**config.mk**
```make
export PLATFORM = sky130hd
export DESIGN_NAME = grf_mp
export DESIGN_NICKNAME = d
export VERILOG_FILES = /design/src/rtl/grf_mp.sv
export SDC_FILE = /design/constraint.sdc
export NUM_CORES = 2
export LEC_CHECK = 0
export CORE_MARGIN = 5
export CORE_UTILIZATION = 25
export DETAILED_ROUTE_END_ITERATION = 10
export PLACE_DENSITY = 0.49
export REMOVE_ABC_BUFFERS = 1
export SLEW_MARGIN = 10
export SYNTH_ARGS = -nofsm -noshare
export SYNTH_HDL_FRONTEND = slang
export SYNTH_SLANG_ARGS = --single-unit
```
**constraint.sdc**
```tcl
create_clock -name clk -period 5.7 [get_ports clk]
set_clock_uncertainty 0.15 [all_clocks]
set_input_delay 0.855 -clock clk [delete_from_list [all_inputs] [get_ports clk]]
set_output_delay 0.855 -clock clk [all_outputs]
set_load 0.05 [all_outputs]
```
**src/rtl/grf_mp.sv**
```systemverilog
// grf_mp: multi-port register file with write-first bypass and a per-register
// pending-write scoreboard feeding the hazard unit.
module grf_mp #(
  parameter int DW = 32,
  parameter int AW = 5,
  parameter int NRD = 3,
  parameter int ZERO_REG = 1
) (
  input  logic              clk,
  input  logic              Reset_n,
  input  logic              stall,
  input  logic              wr0_en,
  input  logic [AW-1:0]     wr0_addr,
  input  logic [DW-1:0]     wr0_data,
  input  logic              wr1_en,
  input  logic [AW-1:0]     wr1_addr,
  input  logic [DW-1:0]     wr1_data,
  input  logic              sb_set_en,
  input  logic [AW-1:0]     sb_set_addr,
  input  logic [NRD*AW-1:0] rd_addr,
  output logic [NRD*DW-1:0] rd_data,
  output logic [NRD-1:0]    rd_busy,
  output logic [2**AW-1:0]  busy_vec
);
  localparam int D = 2**AW;
  localparam bit ZR = ZERO_REG != 0;
  logic [DW-1:0] mem [D];
  logic [D-1:0] pend, pend_nxt;
  logic we0, we1, set;
  // Commits are gated by Reset_n so bypass is dead while reset is held.
  assign we0 = wr0_en && !stall && Reset_n && !(ZR && wr0_addr == '0);
  assign we1 = wr1_en && !stall && Reset_n && !(ZR && wr1_addr == '0);
  assign set = sb_set_en && !stall && !(ZR && sb_set_addr == '0);
  assign busy_vec = pend;
  // Set is applied last: a newly issued producer supersedes the retiring one.
  always_comb begin
    pend_nxt = pend;
    if (we0) pend_nxt[wr0_addr] = 1'b0;
    if (we1) pend_nxt[wr1_addr] = 1'b0;
    if (set) pend_nxt[sb_set_addr] = 1'b1;
  end
  always_ff @(posedge clk or negedge Reset_n) begin
    if (!Reset_n) begin
      for (int i = 0; i < D; i++) mem[i] <= '0;
      pend <= '0;
    end else begin
      if (we0) mem[wr0_addr] <= wr0_data;
      if (we1) mem[wr1_addr] <= wr1_data;
      pend <= pend_nxt;
    end
  end
  for (genvar k = 0; k < NRD; k++) begin : g_rd
    logic [AW-1:0] a;
    logic zr, h0, h1;
    assign a  = rd_addr[k*AW +: AW];
    assign zr = ZR && a == '0;
    assign h1 = we1 && wr1_addr == a;
    assign h0 = we0 && wr0_addr == a;
    assign rd_data[k*DW +: DW] = zr ? '0 : h1 ? wr1_data : h0 ? wr0_data : mem[a];
    assign rd_busy[k] = pend[a] && !h0 && !h1 && !zr;
  end
endmodule

```
# --- Word-level counts from Yosys, hierarchy flattened ---
# Index checks and enable logic that the tools add are counted.
totals:
  elab_cells: 153
  reg_bits: 1056
  in_bits: 100
classes:
  eq_ne: 6
  magnitude_cmp: 16
  mux: 41
  reduce_logical: 47
  bitwise_logic: 10
op_table:
  columns: ["cell", "n"]
  rows:
  - ["$bwmux 1024", 2]
  - ["$mux 1024", 2]
  - ["$mux 32", 20]
  - ["$bmux 32 s5", 3]
  - ["$demux 32 s5", 2]
  - ["$and 32x32->32", 2]
  - ["$not 32->32", 2]
  - ["$lt 5x6->1 const B", 6]
  - ["$or 32x32->32", 1]
  - ["$eq 5x5->1", 6]
  - ["$ge 6x6->1 const B", 5]
  - ["$logic_not 5->1", 6]
  - ["$not 5->6", 5]
  - ["$logic_and 1x1->1", 28]
  - ["$bmux 1 s5", 3]
  - ["$demux 1 s5", 3]
  - ["$ge 5x1->1 const B", 3]
  - ["$logic_not 1->1", 13]
  - ["$lt 6x1->1 const B", 2]
  - ["$mux 1", 6]

# --- Logic depth before layout (Yosys ltp) ---
depth:
  depth_word: 11
  ltp_mapped: 9

# --- Worst setup path after synthesis ---
# Ideal clock, no wire load.
synth_path:
  path_type: "input port to output port"
  start: "in rd_addr[9]"
  end: "out rd_data[32]"
  arrival_ps: 3233
  path_buffers: 3
  path_stages: 8
  setup_slack_ps: 1462
  required_time_ps: 4695
  path_cell_list: "clkbuf_1 -> or3b_1 -> clkbuf_1 -> buf_2 -> o221ai_1 -> a21oi_1 -> a22o_1 -> o21ai_0"
synth_via:
  elab_chain_cells: 7
synth_rtl:
  columns: ["item", "line_no", "rtl"]
  rows:
  - ["start: declaration", "20", "input logic [NRD*AW-1:0] rd_addr,"]
  - ["$not 5->6 (not written as such)", "59", "assign rd_data[k*DW +: DW] = zr ? '0 : h1 ? wr1_data : h0 ? wr0_data : mem[a];"]
  - ["$bmux 32 s5", "59", null]
  - ["$mux 32 (not written as such) (2 in a row)", "59", null]
  - ["$mux 32 (2 in a row)", "59", null]
  - ["$mux 32 (*)", "59", null]
  - ["end: declaration", "21", "output logic [NRD*DW-1:0] rd_data,"]
# Every way passes the cells marked *; elsewhere a longest branch is shown, timed or not. The select of a mux whose other input is x is not followed.

# --- Worst setup path in the final report ---
layout_path:
  start: "in Reset_n"
  end: "out rd_data[72]"
layout_via:
  elab_chain_cells: 6
layout_rtl:
  columns: ["item", "line_no", "rtl"]
  rows:
  - ["start: declaration", "10", "input logic Reset_n,"]
  - ["$logic_and 1x1->1 (2 in a row)", "31", "assign we0 = wr0_en && !stall && Reset_n && !(ZR && wr0_addr == '0);"]
  - ["$logic_and 1x1->1", "58", "assign h0 = we0 && wr0_addr == a;"]
  - ["$mux 32", "59", null]
  - ["$mux 32 (*) (2 in a row)", "59", null]
# Every way passes the cells marked *; elsewhere a longest branch is shown, timed or not.

==> summary.txt <==
Outcome = completed
Routed wire length = 392600 µm
Crit. End Element = output port
Sequential power share = 0.391
First-pass GRT wire length = 539600 µm
Hold Path Class = reg -> reg
Clock sinks = 1056
Post-Syn Area = 76820 µm²
Number of remaining DRC errors = 0
Post-Synth Adder-Cell Area = 0
Fraction of synthesized cell area in xor and xnor cells = 0.003420
Static leakage = 37.66 nW
Die Span X = 564.3 µm
Vias = 68070
CP Launch Type = input pin
Minimum clock period = 5540 ps
Clk network pwr share = 0.356
Die area = 318500 µm²
RePlAce Congestion = 0.8964
Ys flop type = dfrtp_1
Arr. time, crit path = 4540 ps
Worst EP required = 4700 ps
Post-synthesis mux area share = 0.3665
NumNets Final = 7420
Drt via density = 5.901
Pint = 17.14 mW
Row count = 203
Post-synthesis register bit count = 1056
Core area = 305800 µm²
Fin crit share = 0.9720
Inst Count DP = 11280
Comb power frac = 0.254
Yosys warning count = 0
Boundary pin count = 231
Routed Antenna Nets = 0
H-tree levels = 4
Vias in the first global route = 65380
Sw Share = 0.3346
Switching power of the nets = 8.617 mW
Max-slew headroom = 0.07169
Clock Latency Late Sink = 830 ps
Dpl hpwl = 240600 µm
Power Density = 291.9 nW/µm²
Yosys cell types = 65
Syn avg cell area = 10.08 µm²
Resize count post-CTS = 0
Area Overhead vs Synth = 14.87%
Initial Utilization = 0.2512
Initial antenna violation count = 32
FFs w/ async S/R, synth = 1.000
Complex-gate fraction of the synthesized area = 0.1478
Critical path class = in -> out
Total CTS buffers = 134
Worst-Margin Slew = 1392 ps
VDD IR-drop max = 257.1 µV
Final cell count without fillers = 11540
Max Cap Viol = 0
WL/cell = 34.03 µm
Unrepaired setup endpoints after global routing = false
Layout cell share with drive strength beyond 1 = 0.1817
Iteration-0 DRC Markers = 9274
Largest net degree at the start of global routing = 159
Clock tree root buffer cell = clkbuf_16
Number of port buffers = 230
Largest family of logic cells by synthesized area = multiplexers
CTS tree = yes
Max-slew violations = 0
Post-synth EDFFs = 0
GRT Util Overall = 0.2376
Synth Area in Simple Gates = 0.07764
Fin. Hold Viols = 0
Die height = 564.3 µm
Pre-antenna DRT Iters = 8
Peak Freq = 0.1805 GHz
Critical Path Fanout Max = 24
Longest Clk Path Bufs = 3
GRT overflow = 0
Sequential fraction of the synthesis area = 0.3440
Worst-path clk slew = 60 ps
# setup viols final = 0
Synthesized netlist cell count = 7623
Hold_ws = 264.7 ps
## cell families after synthesis
family / after synthesis
AOI/OAI and AO/OA: 1840
and+or+nand+nor: 1439
muxes: 2187
xor gates and xnor gates: 30
DFF: 1056
buffers and inverters: 1071
## cell type report
type | instances | area [µm²]
Tap cell | 4100 | 5130
Antenna cell | 16 | 40.04
Clock inverter | 40 | 579.3
Fill cell | 31670 | 217600
Timing Repair Buffer | 568 | 5688
Inverter | 64 | 240.2
Sequential cell | 1056 | 26430
Clock buffer | 196 | 3984
Multi-Input combinational cell | 5496 | 46160
## state kept, by name, summed over array words and instances, names as in the netlist
name	count
mem	1024
busy_vec	32
## power groups by stage
stage / clock, mW / combinational [mW] / sequential, mW
floorplan: 0 / 3.83 / 9.88
global placement: 0 / 6.35 / 10.0
detailed placement: 0 / 6.47 / 10.1
CTS: 9.25 / 6.48 / 10.0
global route: 9.56 / 6.96 / 10.2
finish: 9.16 / 6.54 / 10.1
## layer usage
layer / up-vias / global-route usage / wire length, µm
li1: 27800 / - / -
met1: 34540 / 0.3184 / 158500
met2: 4666 / 0.3460 / 167000
met3: 1061 / 0.06549 / 43210
met4: 10 / 0.1299 / 23810
met5: - / 0 / 69
## repair_timing
| item | CTS | global route |
|---|---|---|
| hold buffers | 1 | 0 |
| buffers inserted | 0 | 3 |
| endpoints found under the hold margin | 2 | 0 |
| setup endpoints to repair | 0 | 4 |
## worst max-delay path, stage by stage
cell	delay [ps]
dlygate4sd3_1	620
buf_8	250
and3b_1	370
o21ai_4	130
nor3_4	360
buf_4	290
a211o_2	550
buf_12	370
o211ai_1	290
buf_4	230
buf_12	140
## final timing paths
check / from / depth (start not counted) / end / slack [ps]
max in group asynchronous: Reset_n / 5 / mem[973] / 2300
max reg2reg: mem[812] / 2 / mem[812] / 4690
min: mem[1021] / 0 / mem[1021] / 260
min in group asynchronous: Reset_n / 2 / mem[309] / 390
max: Reset_n / 11 / rd_data[72] / 160
min reg2reg: mem[1021] / 0 / mem[1021] / 260
## layout by cell type, fill, tap and decap left out, types with 28 or more instances in the layout
master,instances
a221oi_1,93
a31oi_1,62
nand4_1,28
clkbuf_8,30
clkbuf_16,140
nor4_1,33
o22ai_1,31
mux2i_1,1600
buf_4,355
inv_1,62
mux4_2,491
nand2_1,637
a22o_1,106
buf_12,84
clkbuf_1,29
a41oi_1,31
dfrtp_1,1056
nand2_4,28
clkdlybuf4s50_1,115
a21oi_1,647
o21ai_0,415
mux2_2,96
o21ai_1,160
a311oi_1,31
nor2_1,572
o221ai_1,190
## metrics by stage
| stage | total power, mW | instance area, µm² | TNS, ps | util | setup slack (ps) |
|---|---|---|---|---|---|
| after floorplan | 13.71 | 72400 | -55560 | - | -635.4 |
| after global placement | 16.36 | 83610 | 0 | 0.2734 | 85.83 |
| after detailed placement | 16.59 | 83610 | 0 | 0.2734 | 89.35 |
| after CTS | 25.74 | 88180 | 0 | 0.2884 | 70.08 |
| after global routing | 26.75 | 88230 | 0 | 0.2885 | 155.0 |
| final | 25.76 | 88250 | 0 | 0.2886 | 159.7 |
## Yosys cell counts, types with 28 or more instances
master / count / share of area
mux2_2: 96 / 0.014
buf_2: 188 / 0.012
nand2_1: 667 / 0.033
nor2_1: 576 / 0.028
a21oi_1: 647 / 0.042
nor4_1: 37 / 0.0030
a31oi_1: 62 / 0.0050
mux2i_1: 1600 / 0.21
a311oi_1: 31 / 0.0035
a41oi_1: 31 / 0.0035
buf_4: 83 / 0.0081
o21ai_1: 160 / 0.010
buf_1: 85 / 0.0042
o21ai_0: 415 / 0.027
inv_1: 62 / 0.0030
o221ai_1: 190 / 0.022
a22o_1: 106 / 0.012
a221oi_1: 93 / 0.011
clkbuf_1: 638 / 0.031
mux4_2: 491 / 0.14
dfrtp_1: 1056 / 0.34
nand4_1: 28 / 0.0023
o22ai_1: 31 / 0.0025
Note: power is estimated with default switching activity, not from simulation.
